$ cat src/rtl/data_mem_arbiter.sv
// Shares one data memory port between the pipeline MEM stage and a debug/loader requester.
// The pipeline has priority; debug takes idle slots, is forced in after STARVE_LIMIT blocked cycles, and can hold the port.
module data_mem_arbiter #(
  parameter int ADDR_WIDTH   = 11,
  parameter int DATA_WIDTH   = 32,
  parameter int STARVE_LIMIT = 15,
  parameter int CNT_WIDTH    = 4
) (
  input  logic                  clock,
  input  logic                  reset_n,
  input  logic                  pipe_read,
  input  logic                  pipe_write,
  input  logic [ADDR_WIDTH-1:0] pipe_addr,
  input  logic [DATA_WIDTH-1:0] pipe_wdata,
  output logic                  pipe_stall,
  input  logic                  dbg_req,
  input  logic                  dbg_we,
  input  logic [ADDR_WIDTH-1:0] dbg_addr,
  input  logic [DATA_WIDTH-1:0] dbg_wdata,
  input  logic                  dbg_hold,
  output logic                  dbg_ack,
  output logic [DATA_WIDTH-1:0] dbg_rdata,
  output logic                  dbg_owner,
  output logic                  mem_read,
  output logic                  mem_write,
  output logic [ADDR_WIDTH-1:0] mem_address,
  output logic [DATA_WIDTH-1:0] mem_wdata,
  input  logic [DATA_WIDTH-1:0] mem_rdata
);

  typedef enum logic [1:0] {IDLE, DBG, ACK, HOLD} state_t;

  localparam logic [CNT_WIDTH-1:0] LIMIT = CNT_WIDTH'(STARVE_LIMIT);

  state_t               state_q, state_d;
  logic [CNT_WIDTH-1:0] starve_cnt_q, starve_cnt_d;
  logic                 pipe_access;

  assign pipe_access = pipe_read | pipe_write;
  assign dbg_owner   = (state_q != IDLE);

  always_ff @(posedge clock or negedge reset_n) begin
    if (!reset_n) begin
      state_q      <= IDLE;
      starve_cnt_q <= '0;
    end else begin
      state_q      <= state_d;
      starve_cnt_q <= starve_cnt_d;
    end
  end

  always_comb begin
    state_d      = state_q;
    starve_cnt_d = starve_cnt_q;
    // Write wins at the memory if the pipeline ever raises both strobes.
    mem_read     = pipe_read & ~pipe_write;
    mem_write    = pipe_write;
    mem_address  = pipe_addr;
    mem_wdata    = pipe_wdata;
    pipe_stall   = 1'b0;
    dbg_ack      = 1'b0;
    dbg_rdata    = '0;

    case (state_q)
      IDLE: begin
        if (dbg_req) begin
          if (!pipe_access || starve_cnt_q == LIMIT) begin
            state_d      = DBG;
            starve_cnt_d = '0;
          end else if (starve_cnt_q != LIMIT) begin
            starve_cnt_d = starve_cnt_q + 1'b1;
          end
        end else begin
          starve_cnt_d = '0;
        end
      end
      DBG: begin
        mem_read    = ~dbg_we;
        mem_write   = dbg_we;
        mem_address = dbg_addr;
        mem_wdata   = dbg_wdata;
        pipe_stall  = pipe_access;
        state_d     = ACK;
      end
      ACK: begin
        dbg_ack   = 1'b1;
        dbg_rdata = mem_rdata;
        state_d   = dbg_hold ? HOLD : IDLE;
      end
      HOLD: begin
        mem_read   = 1'b0;
        mem_write  = 1'b0;
        pipe_stall = pipe_access;
        if (dbg_req) begin
          state_d = DBG;
        end else if (!dbg_hold) begin
          state_d = IDLE;
        end
      end
      default: state_d = IDLE;
    endcase
  end

  // Simultaneous pipeline read and write is an illegal MEM-stage request.
  a_no_pipe_rw: assert property (@(posedge clock) disable iff (!reset_n)
                                 !(pipe_read && pipe_write));

endmodule
$ cat config.mk
export PLATFORM = sky130hd
export DESIGN_NAME = data_mem_arbiter
export DESIGN_NICKNAME = d
export VERILOG_FILES = /design/src/rtl/data_mem_arbiter.sv
export SDC_FILE = /design/constraint.sdc
export NUM_CORES = 1
export LEC_CHECK = 0
export CAP_MARGIN = 20
export CORE_MARGIN = 1
export CORE_UTILIZATION = 21
export CTS_CLUSTER_SIZE = 14
export DETAILED_ROUTE_END_ITERATION = 7
export HOLD_SLACK_MARGIN = 0.03
export PLACE_DENSITY_LB_ADDON = 0.08
export SLEW_MARGIN = 10
export SYNTH_ARGS = -nofsm -noshare
export SYNTH_HDL_FRONTEND = slang
export SYNTH_SLANG_ARGS = --single-unit
$ cat constraint.sdc
create_clock -name clock -period 1.9 [get_ports clock]
set_clock_uncertainty 0.2 [all_clocks]
set_input_delay 0.57 -clock clock [delete_from_list [all_inputs] [get_ports clock]]
set_output_delay 0.57 -clock clock [all_outputs]
set_load 0.02 [all_outputs]
==> flow_metrics.env <==
export IMPL_fin_ws_ns=-0.425
export IMPL_drive_above_1_share=0.549
export IMPL_setup_violations=79
export IMPL_r2r_end="starve_cnt_q[3]"
export IMPL_drt_initial_drc_count=26
export IMPL_antenna_found_initial=0
export IMPL_dpl_cell_area_mm2=0.00357
export IMPL_synth_mux_area_frac=0.486
export IMPL_postSynthCellCount=125
export IMPL_htree_levels=1
export IMPL_worst_pin_slew_ns=0.255
export IMPL_hold_start="starve_cnt_q[1]"
export IMPL_synth_xor_area_frac=0
export IMPL_wl_per_cell_um=15.9
export IMPL_syn_avg_cell_area_um2=10.3
export IMPL_min_period_ns=2.32
export IMPL_ant_nets=0
export IMPL_status="finished, violations left"
export IMPL_reg2reg_depth=7
export IMPL_port_buffers=204
export IMPL_holdPathEnd="starve_cnt_q[1]"
export IMPL_synth_top_family_by_area="multiplexers"
export IMPL_numCtsBuffers=3
export IMPL_synth_simple_area_share=0.234
export IMPL_die_x_um=80.4
export IMPL_ys_ff_latch=6
export IMPL_synth_cell_types=25
export IMPL_gp_congestion=0.728
export IMPL_synth_seq_area_share=0.116
export IMPL_reg2reg_from="state_q[0]"
export IMPL_critPathMaxFanout=9
export IMPL_syn2layout_area_growth_pct=206
export IMPL_drv_slew=0
export IMPL_clock_path_buffers=2
export IMPL_max_freq_mhz=430
export IMPL_syn_area_mm2=0.00129
export IMPL_crit_type="reg2out"
export IMPL_fin_crit_sh=1.22
export IMPL_rsz0062_at_grt="yes"
export IMPL_hpwlAfterDp_um=5370
export IMPL_fin_util=0.668
export IMPL_rows=28
export IMPL_io_pins=205
export IMPL_cts_tree="done"
export IMPL_min_path_type="reg2reg"
export IMPL_core_mm2=0.00592
export IMPL_clk_latency_ns=0.22
export IMPL_dieArea_mm2=0.00646
export IMPL_p_total_mw=4.42
export IMPL_grt_pass1_wl_um=9040
export IMPL_r2r_slack_ns=0.08
export IMPL_final_nets=477
export IMPL_irDropWorstVdd_v=0.000772
export IMPL_hold_ws_ns=0.324
export IMPL_die_h_um=80.4
export IMPL_grt_overflow=0
export IMPL_post_route_drc_count=0
export IMPL_grt_pass1_vias=1608
export IMPL_start_util=0.218
export IMPL_root_buffer="clkbuf_8"
export IMPL_maxCapViolCount=0
export IMPL_wirelength_um=6740
export IMPL_synth_compound_area_frac=0.0601
export IMPL_vias=1820
export IMPL_viasPerCell=4.28
export IMPL_grt_max_degree=18
export IMPL_cp_required_ns=1.13
export IMPL_violations="negative setup slack"
export IMPL_yosys_warnings=0
export IMPL_whs_path_depth=2
export IMPL_start_kind="register"
export IMPL_hold_viol=0
export IMPL_setup_worst_path_end_class="primary output"
export IMPL_power_leakage_nw=1.79
export IMPL_fin_area_mm2=0.00395
export IMPL_drt_pass1_iter_count=4
export IMPL_slew_headroom=0.828
export IMPL_cellPowerDensity_mw_per_mm2=1120
export IMPL_n_antenna_cell=0
export IMPL_synthAdderAreaFrac=0.00970
export IMPL_arrival_ns=1.55
export IMPL_clock_sinks=6
export IMPL_synth_nets=251
export IMPL_clkSlewWorstSetupHoldPaths_ns=0.04
export IMPL_grt_use_total=0.180
==> where the power goes <==
group	internal (mW)	total (mW)	switching (mW)
Combinational	2.40	3.99	1.59
Clock	0.144	0.199	0.0550
Sequential	0.178	0.226	0.0481
Total	2.72	4.42	1.69
==> Yosys cell counts <==
master / n / share of area
a21oi_1: 2 / 0.0078
a32o_1: 1 / 0.0078
and2_1: 32 / 0.16
and2b_1: 1 / 0.0058
buf_12: 4 / 0.062
buf_6: 1 / 0.0087
clkbuf_1: 3 / 0.0087
dfrtp_1: 6 / 0.12
ha_1: 1 / 0.0097
inv_1: 4 / 0.012
inv_2: 1 / 0.0029
mux2_2: 5 / 0.044
mux2_4: 38 / 0.44
nand2_1: 6 / 0.017
nand2b_1: 1 / 0.0049
nand3_1: 5 / 0.019
nand4_1: 1 / 0.0049
nor2_4: 1 / 0.0087
nor2b_1: 1 / 0.0049
nor4b_1: 1 / 0.0068
o21a_1: 2 / 0.012
o21ai_0: 5 / 0.019
o2bb2ai_1: 1 / 0.0068
o32ai_1: 1 / 0.0068
or4_1: 1 / 0.0058
==> worst max-delay path: stages, from the launching register on <==
cell       delay, ns
dfrtp_1         0.41
nor2b_4         0.16
buf_12          0.17
clkbuf_16       0.16
mux2_4          0.30
buf_6           0.13
==> kinds of logic after synthesis <==
logic type,after synthesis
mux,43
compound gates,12
simple gates,50
buf+inv,13
fa+ha+maj,1
flops,6
==> sequential cells by signal, summed over array words and instances (netlist names) <==
signal        cells
state_q           2
starve_cnt_q      4
==> layout make-up <==
type                    count  area [µm²]
clock buffers               4        45.0
fillers                   485        1970
inverters                   5        18.8
multi-input cells         106        1130
flip-flops and latches      6         151
well taps                  75        93.8
repair buffers            229        2520
==> repair_timing <==
item	in CTS	in global routing
gates cloned	2	5
endpoints found under the setup margin	81	80
pin swaps	1	34
setup buffers	3	1
gates resized for setup	466	68
hold buffers	0	0
==> worst max path at each step <==
stage | cells after the start | to | start | slack, ns
final | 5 | mem_wdata[10] | state_q[1] | -0.42
after global routing | 5 | mem_wdata[10] | state_q[1] | -0.48
after CTS | 5 | mem_address[10] | state_q[1] | -0.42
after detailed placement | 4 | mem_read | pipe_read | -0.95
after global placement | 4 | mem_read | pipe_read | -0.95
after floorplan | 4 | mem_address[0] | state_q[0] | -0.08
==> cell usage in the layout (no fill, tap or decap), types with 3 or more instances in the layout <==
cell type	count
clkbuf_8	3
nand2_1	6
buf_4	12
clkbuf_16	5
nand3_1	5
mux2_4	41
clkdlybuf4s50_1	122
o21ai_0	4
dfrtp_1	5
inv_1	3
buf_12	6
and2_4	32
buf_6	80
==> routing by layer <==
metal  vias to the layer above  wire length (µm)  track usage
met5                         -                 0            0
met4                         0                49       0.0232
met3                         4               571       0.0511
met2                        73              3710        0.340
met1                       854              2410        0.203
li1                        889                 -            -
==> through the flow <==
step	setup TNS (ns)	worst slack, ns	instances
finish	-29.25	-0.425	425
global route	-33.51	-0.479	425
CTS	-28.18	-0.417	421
detailed placement	-50.79	-0.953	412
global placement	-50.29	-0.947	412
floorplan	-3.17	-0.0836	125
Power figures use the tool's default switching activity.
==> RTL edit (config.mk and constraints unchanged) <==
`DATA_WIDTH`: 32 -> 24.
--- a/src/rtl/data_mem_arbiter.sv
+++ b/src/rtl/data_mem_arbiter.sv
@@ -3,5 +3,5 @@
 module data_mem_arbiter #(
   parameter int ADDR_WIDTH   = 11,
-  parameter int DATA_WIDTH   = 32,
+  parameter int DATA_WIDTH   = 24,
   parameter int STARVE_LIMIT = 15,
   parameter int CNT_WIDTH    = 4
Ports: changed (5 resized); port bits go from 205 to 165. No check against the original RTL was run, so the function may have changed too.
==> RTL edit against the unedited design <==
- sequential cell count is the same
- critical path depth is the same
- total power shrank 27%
- final area shrank 24%
- global-route usage grew 2.8 points
- area after synthesis shrank 25%
- core utilization grew 1.6 points
- wire length shrank 20%
- hold slack lost 0.0076 ns
- critical endpoint is now mem_wdata[3]
- via count shrank 17%
- the run still ends with negative setup slack left
- setup slack gained 0.011 ns
==> RTL edit: results (changes against the unedited design) <==
[worst_setup_path]
path_max_fanout = 7  ; was 9
r2r_setup_slack_ns = 0.03  ; was 0.08 ns
r2r_cells = 8  ; was 7

[synth]
synthMuxAreaShare_pct = 41.7  ; was 48.6%
yosysUniqueCellTypes = 26  ; was 25
synthTopCellsByCount = 35 x mux2_2, 24 x and2_1, 9 x nand2_1, 6 x dfrtp_1, 6 x o21ai_0  ; was 38 x mux2_4, 32 x and2_1, 6 x dfrtp_1, 6 x nand2_1
ys_warn_count = 0  ; unchanged
synth.net_count = 210  ; was 251
synthTopCellsByArea = mux2_2 41%, and2_1 15%, dfrtp_1 15%, buf_6 4.6%, nand2_1 3.5%  ; was mux2_4 44%, and2_1 16%, dfrtp_1 12%, buf_12 6.2%, mux2_2 4.4%
synth-compound-area-share_pct = 7.61  ; was 6.01%
synthAdderAreaFrac_pct = 1.29  ; was 0.970%

[finish]
nNetsFinal = 391  ; was 477
final_layout_size_suffix_gt1_share_pct = 50.9  ; was 54.9%
fill_cells = 369  ; was 485

[detailed_routing]
routed_wl_um = 5430  ; was 6740 um
dr.pass1.iters = 6  ; was 4
vias_per_cell = 4.43  ; was 4.28
vias = 1503  ; was 1820

[placement]
dpl.cell_count = 327  ; was 412
dpl.hpwl_um = 4320  ; was 5370 um
globalplace.congestion = 0.763  ; was 0.728
place_ws_ns = -0.764  ; was -0.953 ns
place_area_um2 = 2860  ; was 3570 um^2
io_buffers = 164  ; was 204

[timing]
relSlewSlack_pct = 75.8  ; was 82.8%
whs_ns = 0.316  ; was 0.324 ns
setup_slack_ns = -0.414  ; was -0.425 ns
setup_viol = 63  ; was 79
final.setup.tns_ns = -21.62  ; was -29.25 ns

[grt]
grt_max_degree = 26  ; was 18
grt_pass1_vias = 1397  ; was 1608
grtUsageTotal_pct = 20.8  ; was 18.0%
antenna_found_initial = 0  ; unchanged
grt_pass1_wl_um = 7870  ; was 9040 um

[clocking]
post_cts_buffers = 4  ; was 3
cts_resized = 354  ; was 466

[pwr]
p_per_area_nw_per_um2 = 1080  ; was 1120 nW/um^2
leakagePower_nw = 1.41  ; was 1.79 nW

[outcome]
violations = negative setup slack  ; unchanged
status = complete, but fails checks  ; unchanged

==> RTL edit: cell types whose count changed in the layout (fill, tap and decap cells not counted), moves of 5 or more <==
| cell | before | now |
|---|---|---|
| and2_1 | 0 | 6 |
| buf_6 | 80 | 41 |
| and2_4 | 32 | 0 |
| and2_2 | 0 | 18 |
| mux2_4 | 41 | 34 |
| clkdlybuf4s50_1 | 122 | 97 |
| clkbuf_16 | 5 | 0 |
| buf_2 | 1 | 21 |
==> RTL edit: power by group <==
part / switching, mW / total, mW / internal (mW)
sequential: 0.0522 / 0.238 / 0.185
clock: 0.0592 / 0.196 / 0.136
combinational: 1.22 / 2.80 / 1.58
total: 1.33 / 3.23 / 1.90
==> RTL edit: worst max-delay path: cells and delay by family, from the launching register on <==
family | cells | cell delay [ns]
DFF | 1 | 0.40
buffers and inverters | 3 | 0.42
muxes | 1 | 0.31
and+or+nand+nor | 1 | 0.18
==> RTL edit: worst max path at each step <==
stage               slack (ns)  cells past startpoint        endpoint              startpoint
detailed placement       -0.76                      4       mem_write              pipe_write
finish                   -0.41                      5    mem_wdata[3]  state_q[1]$_DFFE_PN0P_
floorplan                -0.13                      5  mem_address[0]  state_q[0]$_DFFE_PN0P_
global route             -0.47                      5    mem_wdata[2]  state_q[1]$_DFFE_PN0P_
CTS                      -0.41                      5    mem_wdata[3]  state_q[1]$_DFFE_PN0P_
global placement         -0.77                      4       mem_write              pipe_write
==> RTL edit: cell type report <==
cell class	instances	area share (%)
tap	52	2.17
timing repair buffer	183	60.6
clock buffer	3	1.38
sequential	6	5.01
inverter	3	0.375
multi-input combinational	92	30.5
==> RTL edit: metal layers <==
layer  GRT usage, %  wire length, um  up-vias
li1               -                -      739
met1           22.0             1970      675
met2           38.7             2890       78
met3           5.92              433       11
met4           7.56              136        0
met5              0                0        -
